[src/rtl/ifu_pkg.sv]
// Shared definitions for the instruction-fetch prefetch unit.
//   RESET_PC_DEFAULT : fetch address used after reset unless overridden
//   IFU_DEPTH        : default prefetch buffer depth / outstanding request limit
//   NOP_INSTR        : instruction word presented when nothing valid is held
//   ifu_entry_t      : one prefetch buffer entry, {pc, instr}
package ifu_pkg;

    localparam logic [31:0] RESET_PC_DEFAULT = 32'h0000_3000;
    localparam int          IFU_DEPTH        = 2;
    localparam logic [31:0] NOP_INSTR        = 32'h0000_0000;

    typedef struct packed {
        logic [31:0] pc;
        logic [31:0] instr;
    } ifu_entry_t;

    function automatic logic [31:0] align_word(input logic [31:0] addr);
        return {addr[31:2], 2'b00};
    endfunction

endpackage

[src/rtl/ifu_fifo.sv]
// Small synchronous FIFO used for the prefetch buffer and the in-flight PC queue.
//   clk, reset : clock and synchronous active-high reset
//   flush_i    : empties the FIFO on this edge; overrides push and pop
//   push_i     : write wdata_i (ignored when full unless a pop happens too)
//   pop_i      : drop the head entry (ignored when empty)
//   rdata_o    : head entry, valid whenever empty_o is low
//   full_o, empty_o, count_o : occupancy status
module ifu_fifo #(
    parameter int WIDTH = 32,
    parameter int DEPTH = 2
) (
    input  logic                         clk,
    input  logic                         reset,
    input  logic                         flush_i,
    input  logic                         push_i,
    input  logic [WIDTH-1:0]             wdata_i,
    input  logic                         pop_i,
    output logic [WIDTH-1:0]             rdata_o,
    output logic                         full_o,
    output logic                         empty_o,
    output logic [$clog2(DEPTH+1)-1:0]   count_o
);

    localparam int PTR_W = (DEPTH > 1) ? $clog2(DEPTH) : 1;
    localparam int CNT_W = $clog2(DEPTH + 1);

    logic [WIDTH-1:0] mem_q [DEPTH];
    logic [PTR_W-1:0] rd_ptr_q, rd_ptr_d;
    logic [PTR_W-1:0] wr_ptr_q, wr_ptr_d;
    logic [CNT_W-1:0] count_q, count_d;
    logic             do_push, do_pop;

    // Pointers wrap explicitly so DEPTH need not be a power of two.
    function automatic logic [PTR_W-1:0] ptr_inc(input logic [PTR_W-1:0] p);
        return (p == PTR_W'(DEPTH - 1)) ? '0 : p + PTR_W'(1);
    endfunction

    assign empty_o = (count_q == '0);
    assign full_o  = (count_q == CNT_W'(DEPTH));
    assign do_pop  = pop_i && !empty_o;
    assign do_push = push_i && (!full_o || do_pop);
    assign rdata_o = mem_q[rd_ptr_q];
    assign count_o = count_q;

    always_comb begin
        rd_ptr_d = rd_ptr_q;
        wr_ptr_d = wr_ptr_q;
        count_d  = count_q;
        if (flush_i) begin
            rd_ptr_d = '0;
            wr_ptr_d = '0;
            count_d  = '0;
        end else begin
            if (do_push) begin
                wr_ptr_d = ptr_inc(wr_ptr_q);
            end
            if (do_pop) begin
                rd_ptr_d = ptr_inc(rd_ptr_q);
            end
            if (do_push && !do_pop) begin
                count_d = count_q + CNT_W'(1);
            end else if (do_pop && !do_push) begin
                count_d = count_q - CNT_W'(1);
            end
        end
    end

    always_ff @(posedge clk) begin
        if (reset) begin
            rd_ptr_q <= '0;
            wr_ptr_q <= '0;
            count_q  <= '0;
        end else begin
            rd_ptr_q <= rd_ptr_d;
            wr_ptr_q <= wr_ptr_d;
            count_q  <= count_d;
        end
    end

    // Storage carries no reset; occupancy tracking decides what is valid.
    always_ff @(posedge clk) begin
        if (do_push && !flush_i) begin
            mem_q[wr_ptr_q] <= wdata_i;
        end
    end

endmodule

[src/rtl/ifu_prefetch.sv]
// Instruction-fetch prefetch unit. Issues sequential word fetches to an
// in-order instruction memory, buffers returned words with their PCs and
// presents the oldest one to the IF/ID register. Redirects flush the buffer
// and discard responses to requests issued before the redirect.
//   clk, reset                      : clock, synchronous active-high reset
//   imem_req_valid/ready/addr       : fetch request handshake
//   imem_resp_valid/data            : in-order fetch responses
//   stall                           : decode holds the presented instruction
//   redirect_valid/redirect_pc      : new fetch stream (low two bits ignored)
//   instrF/pcF/pcPlus4F/validF      : buffer head presented to decode
module ifu_prefetch
    import ifu_pkg::*;
#(
    parameter logic [31:0] RESET_PC = RESET_PC_DEFAULT,
    parameter int          DEPTH    = IFU_DEPTH
) (
    input  logic        clk,
    input  logic        reset,
    output logic        imem_req_valid,
    input  logic        imem_req_ready,
    output logic [31:0] imem_req_addr,
    input  logic        imem_resp_valid,
    input  logic [31:0] imem_resp_data,
    input  logic        stall,
    input  logic        redirect_valid,
    input  logic [31:0] redirect_pc,
    output logic [31:0] instrF,
    output logic [31:0] pcF,
    output logic [31:0] pcPlus4F,
    output logic        validF
);

    localparam int CNT_W = $clog2(DEPTH + 1);
    localparam int SUM_W = CNT_W + 1;

    logic [31:0]      fpc_q, fpc_d;
    logic [CNT_W-1:0] drop_cnt_q, drop_cnt_d;

    logic [CNT_W-1:0] pcq_count, buf_count;
    logic             pcq_full, pcq_empty, buf_full, buf_empty;
    logic [31:0]      pcq_head;
    ifu_entry_t       buf_wdata, buf_head;

    logic [SUM_W-1:0] outstanding, occupancy, inflight_after;
    logic             credit_ok, dropping, resp_fire, req_fire;
    logic             pcq_pop, buf_push, buf_pop, valid_head;

    // Outstanding requests are the live ones in the PC queue plus the stale
    // ones still to be discarded; both consume credit until answered.
    assign outstanding = SUM_W'(pcq_count) + SUM_W'(drop_cnt_q);
    assign occupancy   = outstanding + SUM_W'(buf_count);
    assign credit_ok   = (occupancy < SUM_W'(DEPTH));

    // Credit only depends on registered counts, and a push always retires an
    // outstanding request, so a raised request cannot lose its credit.
    assign imem_req_valid = !reset && !redirect_valid && credit_ok;
    assign imem_req_addr  = fpc_q;
    assign req_fire       = imem_req_valid && imem_req_ready;

    assign dropping  = (drop_cnt_q != '0);
    assign resp_fire = imem_resp_valid && (outstanding != '0);
    assign pcq_pop   = resp_fire && !dropping;
    assign buf_push  = pcq_pop && !redirect_valid;

    assign valid_head = !reset && !buf_empty;
    assign buf_pop    = valid_head && !stall && !redirect_valid;

    assign buf_wdata.pc    = pcq_head;
    assign buf_wdata.instr = imem_resp_data;

    // Requests still owed a response after this edge; on a redirect every
    // one of them becomes stale.
    assign inflight_after = outstanding - SUM_W'(resp_fire) + SUM_W'(req_fire);

    always_comb begin
        fpc_d      = fpc_q;
        drop_cnt_d = drop_cnt_q;
        if (redirect_valid) begin
            fpc_d      = align_word(redirect_pc);
            drop_cnt_d = CNT_W'(inflight_after);
        end else begin
            if (req_fire) begin
                fpc_d = fpc_q + 32'd4;
            end
            if (resp_fire && dropping) begin
                drop_cnt_d = drop_cnt_q - CNT_W'(1);
            end
        end
    end

    always_ff @(posedge clk) begin
        if (reset) begin
            fpc_q      <= RESET_PC;
            drop_cnt_q <= '0;
        end else begin
            fpc_q      <= fpc_d;
            drop_cnt_q <= drop_cnt_d;
        end
    end

    ifu_fifo #(
        .WIDTH (32),
        .DEPTH (DEPTH)
    ) u_pc_queue (
        .clk     (clk),
        .reset   (reset),
        .flush_i (redirect_valid),
        .push_i  (req_fire),
        .wdata_i (fpc_q),
        .pop_i   (pcq_pop),
        .rdata_o (pcq_head),
        .full_o  (pcq_full),
        .empty_o (pcq_empty),
        .count_o (pcq_count)
    );

    ifu_fifo #(
        .WIDTH ($bits(ifu_entry_t)),
        .DEPTH (DEPTH)
    ) u_buffer (
        .clk     (clk),
        .reset   (reset),
        .flush_i (redirect_valid),
        .push_i  (buf_push),
        .wdata_i (buf_wdata),
        .pop_i   (buf_pop),
        .rdata_o (buf_head),
        .full_o  (buf_full),
        .empty_o (buf_empty),
        .count_o (buf_count)
    );

    assign validF   = valid_head;
    assign instrF   = valid_head ? buf_head.instr : NOP_INSTR;
    assign pcF      = valid_head ? buf_head.pc : 32'h0;
    assign pcPlus4F = valid_head ? (buf_head.pc + 32'd4) : 32'h0;

    a_resp_has_owner: assert property (@(posedge clk) disable iff (reset)
        imem_resp_valid |-> (outstanding != '0))
        else $error("ifu_prefetch: response with no outstanding request");

    a_pcq_no_overflow: assert property (@(posedge clk) disable iff (reset)
        req_fire |-> !pcq_full);

    a_pcq_has_pc: assert property (@(posedge clk) disable iff (reset)
        pcq_pop |-> !pcq_empty);

    a_buf_no_overflow: assert property (@(posedge clk) disable iff (reset)
        buf_push |-> (!buf_full || buf_pop));

endmodule

[config.mk]
export PLATFORM = sky130hd
export DESIGN_NAME = ifu_prefetch
export DESIGN_NICKNAME = d
export VERILOG_FILES = /design/src/rtl/ifu_pkg.sv /design/src/rtl/ifu_fifo.sv /design/src/rtl/ifu_prefetch.sv
export SDC_FILE = /design/constraint.sdc
export NUM_CORES = 1
export LEC_CHECK = 0
export BUFFER_PORTS_ARGS = -buffer_cell sky130_fd_sc_hd__buf_4
export CAP_MARGIN = 20
export CORE_UTILIZATION = 55
export CTS_BUF_LIST = sky130_fd_sc_hd__clkbuf_16
export CTS_CLUSTER_SIZE = 28
export DETAILED_ROUTE_END_ITERATION = 10
export GPL_TIMING_DRIVEN = 0
export PLACE_DENSITY = 0.8
export SETUP_SLACK_MARGIN = 0.05
export SYNTH_ARGS = -nofsm -noshare
export SYNTH_HDL_FRONTEND = slang
export SYNTH_SLANG_ARGS = --single-unit
[constraint.sdc]
create_clock -name clk -period 16 [get_ports clk]
set_clock_uncertainty 0.15 [all_clocks]
set_input_delay 3.2 -clock clk [delete_from_list [all_inputs] [get_ports clk]]
set_output_delay 3.2 -clock clk [all_outputs]
set_load 0.01 [all_outputs]
==> metrics list <==
- Number of hold violations in the final report: 0
- Number of nets at the end of the flow: 1109
* Total via count in the routed design: 7291
- The library cell used most frequently in the layout, excluding fill and tap cells, is sky130_fd_sc_hd__buf_4.
- Global placer's final weighted congestion: 0.916
- In the final layout, the share of cells above drive strength 1 is 0.281.
* Placed wire-length estimate after detailed placement: 17.7 mm
* Total Negative Setup Slacks: 0 ns
* Number of synthesis warnings: 0
* Delay-heaviest family, CP: buffers and inverters
- For the worst flop-to-flop path, the logic depth is 12.
* Total global routing track utilization: 0.251
* Antenna violations before repair: 0
- For this run, the slowest stage of the critical path takes 0.55 ns.
- Clock-pin slew was measured on the worst setup and hold paths at 0.06 ns.
- Global routing met2 resource utilization: 0.419
- Die width: 138 µm
- Wire length of the first global-routing pass: 36.7 mm
- For this design the static power due to leakage is 4.58 nW.
* Clock buffer count from CTS: 23
- For the finished layout, the period the worst path requires is 8.48 ns.
- In this run the number of H-tree levels came out at 1.
- Syn_area_per_cell: 12.6 µm²
- Fraction of registers with async set or reset after synthesis: 0
* Gate count of the mapped netlist: 806
- Worst hold path depth: 2
- In this run, post-CTS hold repair placed 0 buffers.
- Wires add up to 24.0 mm.
- The die covers 19000 µm².
* Register area share after synthesis: 0.626
- Arrival time at the worst endpoint: 5.13 ns
- The pre-antenna-repair detailed-routing pass consisted of 5 iterations.
- Across the VDD grid, the largest voltage drop is 89.7 µV.
* I/O pin total: 200
* Skew-Pair Late Insertion Delay: 0.50 ns
- In this run, post-CTS repair resized a total of 0 instances.
- The path class of the tightest hold or removal check is reg -> reg.
* DR WL/cell: 18.9 µm
- Entering global routing, the biggest net connects 63 pins.
* Diodes inserted: 0
- The worst setup path is captured at an output pin.
* DR DRC count: 0
* Placeable core region: 18000 µm²
- Slew at the pin with the worst max-slew slack: 1.06 ns
- Most frequent cells in the layout: 197 x sky130_fd_sc_hd__buf_4, 184 x sky130_fd_sc_hd__edfxtp_1, 105 x sky130_fd_sc_hd__nor2_1
- TritonCTS clock tree: yes
- The finished layout holds 1273 standard cells, fillers aside.
- Count of flip-flops with a built-in enable after synthesis: 184
- Dividing total power by cell area gives a power density of 100 nW/µm².
* Post-synthesis instance area: 10200 µm²
* Primary flip-flop cell chosen by synthesis mapping: sky130_fd_sc_hd__edfxtp_1
* Type of element launching the critical path: input pin
- Number of slew-limit violations in the final report: 0
- Final core occ: 0.701
* MaxCap Viol Count: 0
* Ordered list of cells on the worst path: buf_4 -> inv_1 -> o21ai_0 -> clkbuf_1 -> clkbuf_1 -> nor2_1 -> buf_4
- Setup repair after global routing missed its margin: false
- Max clock buf depth: 3
* Result of the run: finished clean
- Derived from the worst setup path, the maximum achievable clock frequency is 118 MHz.
- Measured against its own limit, the worst slew margin works out to 0.296.
- For this configuration, the core starts out at a cell density of 0.564.
* Number of core rows: 49
* Final count of negative-setup-slack endpoints: 0
- Global route hottest layer: met2
- Max FO, Critical Path: 10
- After synthesis, the netlist uses 65 different library cells.
* Clock root buffer: sky130_fd_sc_hd__clkbuf_16
* Iteration-0 DRC count of the detailed router: 468
- Slowest cell on the critical path: sky130_fd_sc_hd__clkbuf_1
- The critical path in this run is classified as in -> out.
- The area growth from synthesis to layout is 24.2%.
- The floorplan step set the die height to 138 µm.
- GR Overflow Total: 0
- After clock tree synthesis, the setup repair step added 0 buffers.
* Buffers on Ports: 191
- Sinks on the clock net: 226
- Met1 usage in global routing: 0.321
- Yosys reg bits: 226
- Worst path required time: 12.65 ns
- Of the available clock period, the critical path in the final layout requires 0.530.
- Number of stages on the worst setup path: 7
- The tightest hold path in the finished design has a slack of 0.371 ns.
- Number of global-route vias before repair: 7045
* DRT antenna net count: 0
* Number of instances in the placed design: 1233
* Worst reg2reg setup slack: 11.54 ns
- Using the TritonRoute via totals, the vias-per-cell ratio works out to 5.73.
- Summing internal, switching and leakage power gives 0.00127 W.
- For met3 alone, demand over resource in global routing was 0.0526.
* Worst Path Buf+Inv: 5
-- per-stage QoR --
stage | setup WS [ns] | instance area, µm²
3_5_place_dp | 7.56 | 12000
5_1_grt | 7.48 | 12600
6_report | 7.52 | 12600
3_3_place_gp | 6.48 | 11900
2_1_floorplan | 8.33 | 10200
4_1_cts | 7.56 | 12600
-- cell type report --
cell class / instances / area, µm²
plain buffers: 42 / 205
well taps: 229 / 287
multi-input cells: 525 / 3570
flip-flops and latches: 226 / 6370
repair buffers: 193 / 1470
clock buffers: 23 / 576
fillers: 1271 / 5390
clock inverters: 17 / 93.8
inverters: 18 / 67.6
-- layer usage --
layer | vias to the layer above | part of all wire
li1 | 3446 | -
met1 | 3427 | 0.40
met2 | 363 | 0.47
met3 | 55 | 0.096
met4 | 0 | 0.030
met5 | - | 0
-- state kept, by name, indices dropped and copies added, names as in the netlist, named ones only --
signal and cells:
drop_cnt_q 2, imem_req_addr 30, u_buffer.count_o 2, u_buffer.mem_q 124, u_buffer.rd_ptr_q 1, u_buffer.wr_ptr_q 1, u_pc_queue.count_o 2, u_pc_queue.mem_q 60
u_pc_queue.rd_ptr_q 1, u_pc_queue.wr_ptr_q 1
-- tightest hold or removal path, stage by stage, from the launching register on --
cell                      delay (ns)
sky130_fd_sc_hd__dfxtp_1        0.33
sky130_fd_sc_hd__o21ai_0        0.08
sky130_fd_sc_hd__a21oi_1        0.06
-- path summary, 6_finish.rpt --
kind | startpoint | to
worst min register to register | u_pc_queue.count_o[1]$_SDFFE_PP0P_ | u_pc_queue.count_o[1]$_SDFFE_PP0P_
worst max-delay path | reset | pcF[18]
worst max register to register | u_pc_queue.count_o[0]$_SDFFE_PP0P_ | u_pc_queue.mem_q[1][2]$_DFFE_PP_
worst min-delay path | u_pc_queue.count_o[1]$_SDFFE_PP0P_ | u_pc_queue.count_o[1]$_SDFFE_PP0P_
-- power by group --
group / switching, W / internal [W]
Clock: 0.000204 / 0.000275
Combinational: 0.0000630 / 0.0000509
Sequential: 0.0000164 / 0.000658
-- synth_stat cells, types with 4 or more instances --
cell type,count,area [µm²]
sky130_fd_sc_hd__nand4_1,17,106
sky130_fd_sc_hd__dfxtp_1,42,841
sky130_fd_sc_hd__o311ai_0,5,43.8
sky130_fd_sc_hd__or3_1,7,43.8
sky130_fd_sc_hd__mux2_2,38,428
sky130_fd_sc_hd__nand2b_1,4,25.0
sky130_fd_sc_hd__ha_1,8,100
sky130_fd_sc_hd__nor2b_1,5,31.3
sky130_fd_sc_hd__o211ai_1,6,45.0
sky130_fd_sc_hd__nor2_1,105,394
sky130_fd_sc_hd__and2_1,13,81.3
sky130_fd_sc_hd__clkbuf_1,24,90.1
sky130_fd_sc_hd__nand4b_1,4,35.0
sky130_fd_sc_hd__inv_1,17,63.8
sky130_fd_sc_hd__nor3_1,10,50.1
sky130_fd_sc_hd__edfxtp_1,184,5530
sky130_fd_sc_hd__o21ai_0,25,125
sky130_fd_sc_hd__a21oi_1,20,100
sky130_fd_sc_hd__a311oi_1,4,35.0
sky130_fd_sc_hd__buf_4,6,45.0
sky130_fd_sc_hd__xor2_1,16,140
sky130_fd_sc_hd__and3_1,6,37.5
sky130_fd_sc_hd__buf_2,8,40.0
sky130_fd_sc_hd__xnor2_1,20,175
sky130_fd_sc_hd__nand2_1,55,206
sky130_fd_sc_hd__nand3_1,25,125
sky130_fd_sc_hd__a211oi_1,9,67.6
sky130_fd_sc_hd__or2_2,4,25.0
sky130_fd_sc_hd__a31oi_1,10,62.6
sky130_fd_sc_hd__mux2i_1,56,561
sky130_fd_sc_hd__o31ai_1,7,52.6
-- cells by family after synthesis --
kind of cell             share of synthesized area
AND/OR/NAND/NOR                              0.131
flip-flops                                   0.626
AO/OA/AOI/OAI                               0.0742
multiplexers                                0.0972
buffers and inverters                       0.0268
XOR/XNOR                                    0.0310
adder cells (fa/ha/maj)                     0.0138
other                                     0.000369
Power figures use the tool's default switching activity.
